`config.mk`:
```
export PLATFORM = sky130hd
export DESIGN_NAME = lab4_cpu_oci_dct_packer
export DESIGN_NICKNAME = d
export VERILOG_FILES = /design/src/rtl/lab4_cpu_oci_dct_packer_pkg.sv /design/src/rtl/lab4_cpu_oci_dct_accum.sv /design/src/rtl/lab4_cpu_oci_dct_packer.sv
export SDC_FILE = /design/constraint.sdc
export NUM_CORES = 1
export LEC_CHECK = 0
export ABC_AREA = 1
export CAP_MARGIN = 25
export CORE_ASPECT_RATIO = 0.9
export CORE_MARGIN = 1
export CORE_UTILIZATION = 51
export CTS_CLUSTER_SIZE = 28
export DETAILED_ROUTE_END_ITERATION = 7
export PLACE_DENSITY = 0.76
export SYNTH_ARGS = -nofsm -noshare
export SYNTH_HDL_FRONTEND = slang
export SYNTH_SLANG_ARGS = --single-unit
```
`constraint.sdc`:
```
create_clock -name clk -period 2 [get_ports clk]
set_input_delay 0.4 -clock clk [delete_from_list [all_inputs] [get_ports clk]]
set_output_delay 0.4 -clock clk [all_outputs]
set_load 0.01 [all_outputs]
```
`src/rtl/lab4_cpu_oci_dct_packer_pkg.sv`:
```
// Shared sizes and state encodings for the OCI debug-trace packer.
// Optional drop counter on the top level is enabled with DCT_PACKER_DROP_CNT_EN.
package lab4_cpu_oci_dct_packer_pkg;
    localparam int SYM_W = 2;
    localparam int SLOTS = 15;
    localparam int CNT_W = 4;
    localparam int BUF_W = SYM_W * SLOTS;

    typedef enum logic [1:0] {ACC_EMPTY, ACC_FILLING, ACC_FULL} acc_state_t;
    typedef enum logic {OUT_IDLE, OUT_VALID} out_state_t;
endpackage

```
`src/rtl/lab4_cpu_oci_dct_accum.sv`:
```
// Trace-symbol accumulator: LSB-first slot writes, symbol count, flush marking
// and the idle timer that auto-flushes a partial word.
module lab4_cpu_oci_dct_accum
    import lab4_cpu_oci_dct_packer_pkg::*;
#(
    parameter int IDLE_FLUSH = 16
) (
    input  logic             clk,
    input  logic             reset_n,
    input  logic             sym_valid,
    input  logic [SYM_W-1:0] sym_data,
    input  logic             flush,
    input  logic             out_free,
    output logic             sym_ready,
    output logic             handoff,
    output logic [BUF_W-1:0] acc_word,
    output logic [CNT_W-1:0] acc_cnt,
    output logic             acc_flushed
);
    acc_state_t       state, state_next;
    logic [15:0]      idle_cnt, idle_next;
    logic [BUF_W-1:0] word_base, word_next;
    logic [CNT_W-1:0] cnt_base, cnt_next;
    logic             xfer, auto_flush, mark_full, flushed_next;

    assign handoff   = (state == ACC_FULL) && out_free;
    assign sym_ready = !((state == ACC_FULL) && !out_free);
    assign xfer      = sym_valid && sym_ready;

    always_comb begin
        // On a hand-off edge the new symbol lands in a fresh, empty accumulator
        word_base = handoff ? '0 : acc_word;
        cnt_base  = handoff ? '0 : acc_cnt;
        word_next = word_base;
        cnt_next  = cnt_base;
        if (xfer) begin
            for (int i = 0; i < SLOTS; i++) begin
                if (cnt_base == CNT_W'(i)) word_next[i*SYM_W +: SYM_W] = sym_data;
            end
            cnt_next = cnt_base + CNT_W'(1);
        end
        auto_flush   = (IDLE_FLUSH != 0) && (state == ACC_FILLING) && !xfer && !flush
                       && ((idle_cnt + 16'd1) == 16'(IDLE_FLUSH));
        mark_full    = (cnt_next == CNT_W'(SLOTS)) || ((flush || auto_flush) && (cnt_next != '0));
        flushed_next = flush && (cnt_next != '0);
        if (mark_full)              state_next = ACC_FULL;
        else if (cnt_next == '0)    state_next = ACC_EMPTY;
        else                        state_next = ACC_FILLING;
        if (xfer || flush || mark_full || (state != ACC_FILLING)) idle_next = '0;
        else                                                      idle_next = idle_cnt + 16'd1;
        // A finished word waiting on a busy output register is frozen
        if ((state == ACC_FULL) && !handoff) begin
            word_next    = acc_word;
            cnt_next     = acc_cnt;
            state_next   = ACC_FULL;
            flushed_next = acc_flushed;
            idle_next    = '0;
        end
    end

    always_ff @(posedge clk or negedge reset_n) begin
        if (!reset_n) begin
            state       <= ACC_EMPTY;
            acc_word    <= '0;
            acc_cnt     <= '0;
            acc_flushed <= 1'b0;
            idle_cnt    <= '0;
        end else begin
            state       <= state_next;
            acc_word    <= word_next;
            acc_cnt     <= cnt_next;
            acc_flushed <= flushed_next;
            idle_cnt    <= idle_next;
        end
    end
endmodule

```
`src/rtl/lab4_cpu_oci_dct_packer.sv`:
```
// Double-buffered OCI trace packer: accumulator plus valid/ready output register.
// Define DCT_PACKER_DROP_CNT_EN to add the saturating drop_count output.
module lab4_cpu_oci_dct_packer
    import lab4_cpu_oci_dct_packer_pkg::*;
#(
    parameter int IDLE_FLUSH = 16
) (
    input  logic             clk,
    input  logic             reset_n,
    input  logic             sym_valid,
    input  logic [SYM_W-1:0] sym_data,
    output logic             sym_ready,
    input  logic             flush,
    output logic [BUF_W-1:0] dct_buffer,
    output logic [CNT_W-1:0] dct_count,
    output logic             dct_valid,
    input  logic             dct_ready,
`ifdef DCT_PACKER_DROP_CNT_EN
    output logic [15:0]      drop_count,
`endif
    output logic             test_ending
);
    out_state_t       out_state;
    logic             out_free, handoff, acc_flushed;
    logic [BUF_W-1:0] acc_word;
    logic [CNT_W-1:0] acc_cnt;

    assign out_free  = (out_state == OUT_IDLE) || dct_ready;
    assign dct_valid = (out_state == OUT_VALID);

    lab4_cpu_oci_dct_accum #(
        .IDLE_FLUSH (IDLE_FLUSH)
    ) u_accum (
        .clk         (clk),
        .reset_n     (reset_n),
        .sym_valid   (sym_valid),
        .sym_data    (sym_data),
        .flush       (flush),
        .out_free    (out_free),
        .sym_ready   (sym_ready),
        .handoff     (handoff),
        .acc_word    (acc_word),
        .acc_cnt     (acc_cnt),
        .acc_flushed (acc_flushed)
    );

    always_ff @(posedge clk or negedge reset_n) begin
        if (!reset_n) begin
            out_state   <= OUT_IDLE;
            dct_buffer  <= '0;
            dct_count   <= '0;
            test_ending <= 1'b0;
        end else begin
            test_ending <= 1'b0;
            if (handoff) begin
                out_state   <= OUT_VALID;
                dct_buffer  <= acc_word;
                dct_count   <= acc_cnt;
                test_ending <= acc_flushed;
            end else if (dct_ready) begin
                out_state   <= OUT_IDLE;
            end
        end
    end

`ifdef DCT_PACKER_DROP_CNT_EN
    always_ff @(posedge clk or negedge reset_n) begin
        if (!reset_n)                                       drop_count <= '0;
        else if (flush)                                     drop_count <= '0;
        else if (sym_valid && !sym_ready && (drop_count != 16'hFFFF))
                                                            drop_count <= drop_count + 16'd1;
    end
`endif
endmodule

```
* Word level (Yosys, flattened, before mapping) *
Index checks and enable logic that the tools add are counted.

storage, ports and cells
  register bits after elaboration = 89
  output and inout port bits = 37
  logic and storage cells = 82

cells by class
  add/sub/neg operators = 2
  equal/unequal tests = 19
  multiplexer cells = 27
  bitwise operators = 1
  reductions and logical operators = 24

operators with widths
  cell                                                    number
  2-to-1 mux 30 bit                                       2
  2-to-1 mux 2 bit                                        17
  == test 4 bit (second input constant)                   8
  2-to-1 mux 16 bit                                       2
  adder 16 x 1 -> 16 bit (second input constant)          1
  == test 16 x 5 -> 1 bit (second input constant)         1
  == test 4 x 3 -> 1 bit (second input constant)          4
  logical AND 1 bit                                       9
  == test 4 x 2 -> 1 bit (second input constant)          2
  logical NOT 4 bit                                       2
  2-to-1 mux 4 bit                                        2
  logical OR 1 bit                                        6
  logical NOT 1 bit                                       5
  adder 4 x 1 -> 4 bit (second input constant)            1
  == test 4 x 1 -> 1 bit (second input constant)          1
  2-to-1 mux 1 bit                                        4
  nonzero test 4 bit                                      1
  == test 2 x 1 -> 1 bit (second input constant)          1
  == test 2 bit (second input constant)                   1
  inequality test 2 x 1 -> 1 bit (second input constant)  1
  nonzero test 2 bit                                      1
  NOT 1 bit                                               1

* Longest topological paths before layout *
  depth after elaboration = 17
  gate-level depth with buffers = 15
  mapped depth without buffers = 14

* Modules after synthesis *
A second synthesis with hierarchy kept.

second synthesis, totals
  cell total of the unflattened synthesis = 494
  area total of the unflattened synthesis = 4200.3 µm²

modules (own cells, without submodules)
  module                   instances  cells each  area each (µm²)  seq. area each (µm²)
  lab4_cpu_oci_dct_accum   1          343         2792.7           1326.3
  lab4_cpu_oci_dct_packer  1          151         1407.6           900.9

* Least setup slack after synthesis *
OpenSTA, ideal clock, no wires.

  kind = register to register
  start = register u_accum.state[0]
  end = register u_accum.idle_cnt[12]
  library setup time = 0.118 ns
  arrival time = 1.909 ns
  setup slack = -0.027 ns
  cell stages (with the launch flop) = 16
  path buffers = 1
  cells stage by stage = dfrtp_1 > inv_2 > nand2_4 > inv_4 > nand2_8 > nand2_1 > inv_1 > ha_1 > nand2_1 > xor2_1 > nor3_2 > nand2_2 > nand2_2 > nand2_4 > buf_12 > nor2_4

on the way
  longest elaborated chain between the ends = 15
  elaborated cells between the ends (all ways) = 26
  classes of those cells = add/sub (1); eq/ne (4); mux (4); reduce/logical (17)

RTL lines
  what                                                                           line                          RTL
  from (decl)                                                                    lab4_cpu_oci_dct_accum.sv:20  acc_state_t state, state_next;
  from (signal assigned)                                                         lab4_cpu_oci_dct_accum.sv:69  state <= state_next;
  parallel branches: the longest is 14 deep, another holds adder 4 x 1 -> 4 bit  --
  2-to-1 mux 16 bit *                                                            lab4_cpu_oci_dct_accum.sv:52  if ((state == ACC_FULL) && !handoff) begin
  via u_accum.idle_next[12]                                                      lab4_cpu_oci_dct_accum.sv:21  logic [15:0] idle_cnt, idle_next;
  to (signal assigned)                                                           lab4_cpu_oci_dct_accum.sv:73  idle_cnt <= idle_next;
  to (decl)                                                                      lab4_cpu_oci_dct_accum.sv:21

Mark *: on every way through the listed nets, which the timed path passes.
A chain may end at the register's enable or synchronous reset.

* Worst setup path in the final report *
  start = register u_accum.idle_cnt[1]
  end = register u_accum.idle_cnt[10]

on the way
  longest elaborated chain between the ends = 10

RTL lines
  what                           line                                                        RTL
  adder 16 x 1 -> 16 bit *       lab4_cpu_oci_dct_accum.sv:43, lab4_cpu_oci_dct_accum.sv:50
  == test 16 x 5 -> 1 bit        lab4_cpu_oci_dct_accum.sv:43                                && ((idle_cnt + 16'd1) == 16'(IDLE_FLUSH));
  logical AND 1 bit              lab4_cpu_oci_dct_accum.sv:43
  logical OR 1 bit               lab4_cpu_oci_dct_accum.sv:44                                mark_full = (cnt_next == CNT_W'(SLOTS)) || ((flush || auto_flush) && (cnt_next != '0));
  logical AND 1 bit              lab4_cpu_oci_dct_accum.sv:44
  logical OR 1 bit               lab4_cpu_oci_dct_accum.sv:44
  logical OR 1 bit (2 in a row)  lab4_cpu_oci_dct_accum.sv:49                                if (xfer || flush || mark_full || (state != ACC_FILLING)) idle_next = '0;
  2-to-1 mux 16 bit *            lab4_cpu_oci_dct_accum.sv:49
  2-to-1 mux 16 bit *            lab4_cpu_oci_dct_accum.sv:52
  via u_accum.idle_next[10]      lab4_cpu_oci_dct_accum.sv:21

The timed path passes the listed nets; every way through them passes the cells marked *.

==> flow_metrics.env <==
export IMPL_sw_frac_of_total_pct=38.50
export IMPL_timing_hold_violations_final=0
export IMPL_cts_path_max_buffers=2
export IMPL_maxCapViolations=0
export IMPL_worst_endpoint_required_ns=2.26
export IMPL_combPwrFrac_pct=43.2
export IMPL_hp_class="in -> async"
export IMPL_synth_distinct_cells=37
export IMPL_outcome="finished, violations left"
export IMPL_vias=3423
export IMPL_start_util_pct=52.45
export IMPL_final_cell_mix="nand2_1 (133), dfrtp_1 (89), inv_1 (52)"
export IMPL_cts_max_level=3
export IMPL_drtAntennaViolNets=0
export IMPL_area_growth_pct=28.67
export IMPL_violations="DRC, setup timing"
export IMPL_multi_input_area_sq_um=1832
export IMPL_power_density_nw_per_um2=1129
export IMPL_drc_errors=10
export IMPL_worstPathArrival_ns=2.28
export IMPL_r2r_slack_ns=-0.02
export IMPL_rsz0062_at_grt="true"
export IMPL_synth_seq_cells=89
export IMPL_finalWorstSetupSlack_ns=-0.01880
export IMPL_drive_gt1_share_pct=21.47
export IMPL_antenna_found_initial=0
export IMPL_seq_area_sq_um=2227
export IMPL_max_freq_ghz=0.4953
export IMPL_dpl_hpwl_um=6364
export IMPL_final_common_cell="nand2_1"
export IMPL_slew_headroom_pct=58.57
export IMPL_io_pins=44
export IMPL_use_met1_pct=31.87
export IMPL_die_area_sq_um=8626
export IMPL_row_count=31
export IMPL_grt_max_degree=72
export IMPL_synth_top_area_cell="dfrtp_1"
export IMPL_cts_made_buffers=9
export IMPL_coreArea_sq_um=8029
export IMPL_vias_per_cell=5.094
export IMPL_seqPwrFrac_pct=39.1
export IMPL_finalSetupViolCount=10
export IMPL_r2r_cells=13
export IMPL_syn_inst=475
export IMPL_n_antenna_cell=0
export IMPL_place_congestion=0.8906
export IMPL_cts_tree="done"
export IMPL_finalNonFillerCells=672
export IMPL_crit_start="u_accum.idle_cnt[1]$_DFF_PN0_"
export IMPL_p_leak_nw=2.590
export IMPL_synth_flop_cell="dfrtp_1"
export IMPL_avgSynthCellArea_sq_um=8.866
export IMPL_grt_util_met2_pct=36.36
export IMPL_async_flop_share_pct=100.0
export IMPL_timing_rr_end="u_accum.idle_cnt[10]$_DFF_PN0_"
export IMPL_final_nets=582
export IMPL_portBuffers=43
export IMPL_path_clk_slew_ns=0.09
export IMPL_postSynthNetCount=488
export IMPL_critPathKind="reg -> reg"
export IMPL_power_switching_mw=2.356
export IMPL_die_height_um=88.21
export IMPL_synth_edf_count=0
export IMPL_clkPwrFrac_pct=17.7
export IMPL_top_usage_layer="met2"
export IMPL_skew_ns=0.009430
export IMPL_report_power_total_mw=6.118
export IMPL_met3_usage_pct=4.265
export IMPL_grt_util_all_layers_pct=22.87
export IMPL_slew_viol_final=0
export IMPL_clock_sinks=89
export IMPL_first_pass_iters=7
export IMPL_ir_worst_vdd_uv=1068
export IMPL_worst_setup_path_end_kind="register"
export IMPL_grt_pass1_vias=3219
export IMPL_dpl_cell_count=649
export IMPL_r2r_start="u_accum.idle_cnt[1]$_DFF_PN0_"
export IMPL_worstSkewPairLatency_ns=0.36
export IMPL_worst_slew_pin_transition_ns=0.6214
export IMPL_fin_tns_setup_ns=-0.08628
export IMPL_ys_seq_area_share_pct=52.88
export IMPL_drt_first_iter_violations=202
export IMPL_routed_wl_um=9277
export IMPL_period_minus_slack_ns=2.019
export IMPL_start_kind="register"
export IMPL_overflow=0
export IMPL_yosys_warnings=0
export IMPL_intPower_mw=3.762
export IMPL_cts_root_buf="clkbuf_8"
export IMPL_yosysTopAreaCellShare_pct=52.88
export IMPL_cp_max_fo=8
export IMPL_wl_per_cell_um=13.81
export IMPL_syn_cell_area_sq_um=4212
export IMPL_synth_area_top_cells="dfrtp_1 (53%), nand2_1 (12%), inv_1 (4.8%), nor2_4 (4.0%), o21ai_0 (3.4%)"
export IMPL_die_w_um=97.79
export IMPL_grt_pass1_wl_um=15270
export IMPL_fill_cells=626
export IMPL_finalCritPeriodShare_pct=100.9
-- cell families (layout without fill, tap and decap cells) --
| kind of cell | Yosys count | after routing | share of synthesized area [%] |
|---|---|---|---|
| adders and majority gates | 6 | 6 | 1.782 |
| DFF | 89 | 89 | 52.88 |
| AOI/OAI and AO/OA | 54 | 54 | 7.427 |
| buffers and inverters | 72 | 169 | 7.041 |
| and+or+nand+nor | 249 | 250 | 29.47 |
| xor gates and xnor gates | 5 | 5 | 1.396 |
-- worst max-delay path by stage --
stage | to | cells after the start | slack (ns)
after floorplan | u_accum.idle_cnt[12]$_DFF_PN0_ | 15 | 0.02
after CTS | u_accum.idle_cnt[3]$_DFF_PN0_ | 14 | 0.02
after global routing | u_accum.idle_cnt[10]$_DFF_PN0_ | 14 | -0.17
final | u_accum.idle_cnt[10]$_DFF_PN0_ | 13 | -0.02
after global placement | u_accum.idle_cnt[3]$_DFF_PN0_ | 14 | -0.42
after detailed placement | u_accum.idle_cnt[3]$_DFF_PN0_ | 12 | -0.52
-- flip-flops by register name (all words and copies together), names as in the netlist --
| signal | count |
|---|---|
| u_accum.acc_cnt | 4 |
| u_accum.acc_flushed | 1 |
| u_accum.idle_cnt | 16 |
| dct_count | 4 |
| u_accum.acc_word | 30 |
| test_ending | 1 |
| dct_valid | 1 |
| u_accum.state | 2 |
| dct_buffer | 30 |
-- final cells by class --
type                    instances  share of cell area [%]
multi-input cells             315                   33.80
clock inverters                 4                  0.5311
flip-flops and latches         89                   41.10
repair buffers                 94                   15.65
clock buffers                  11                   2.424
well taps                      99                   2.286
inverters                      60                   4.202
-- layer usage --
layer  vias up  wire length, um
met5         -                0
met4         0              163
met3        17              432
met2       104             4244
met1      1608             4436
li1       1694                -
-- power groups by stage --
stage | combinational [mW] | clock (mW) | sequential, mW
floorplan | 1.32 | 0 | 2.48
global placement | 2.35 | 0 | 2.41
detailed placement | 2.42 | 0 | 2.42
CTS | 2.54 | 1.11 | 2.39
global route | 2.89 | 1.17 | 2.44
finish | 2.64 | 1.08 | 2.39
-- synth_stat cells, types with 4 or more instances --
cell type	number
nand2_4	6
nand4_1	9
o22ai_1	19
nor2_1	34
nor2_4	15
nand3_1	28
inv_1	54
inv_2	4
o21ai_0	29
nand2_2	6
ha_1	6
nand2_1	138
dfrtp_1	89
clkbuf_1	9
-- critical path, cell delays in order (launching register included) --
cell	delay, ns
dfrtp_1	0.40
ha_4	0.18
nand3_4	0.09
nor2_4	0.25
buf_4	0.17
xor2_2	0.06
nor2_1	0.13
nand2_1	0.07
nor2_1	0.09
nand2_1	0.09
nand2_2	0.09
nand2_4	0.10
nand2_8	0.16
nor2_4	0.04
-- timing repair --
| item | in CTS | in global routing |
|---|---|---|
| hold buffers | 1 | 0 |
| setup endpoints to repair | 18 | 30 |
| endpoints found under the hold margin | 4 | 0 |
| resized for setup | 7 | 22 |
| pin swaps | 4 | 12 |
| buffers inserted | 1 | 5 |
| gates cloned | 1 | 0 |
-- metrics by stage --
stage	utilization (%)	hold WS [ns]	setup WS, ns	area, sq um
after floorplan	-	0.1044	0.01903	4219
final	67.49	0.3790	-0.01880	5419
after detailed placement	62.83	0.2147	-0.5210	5045
after global placement	62.83	0.2124	-0.4183	5045
after CTS	65.76	0.3691	0.01872	5280
after global routing	67.49	0.3757	-0.1702	5419
Note: power is estimated with default switching activity, not from simulation.
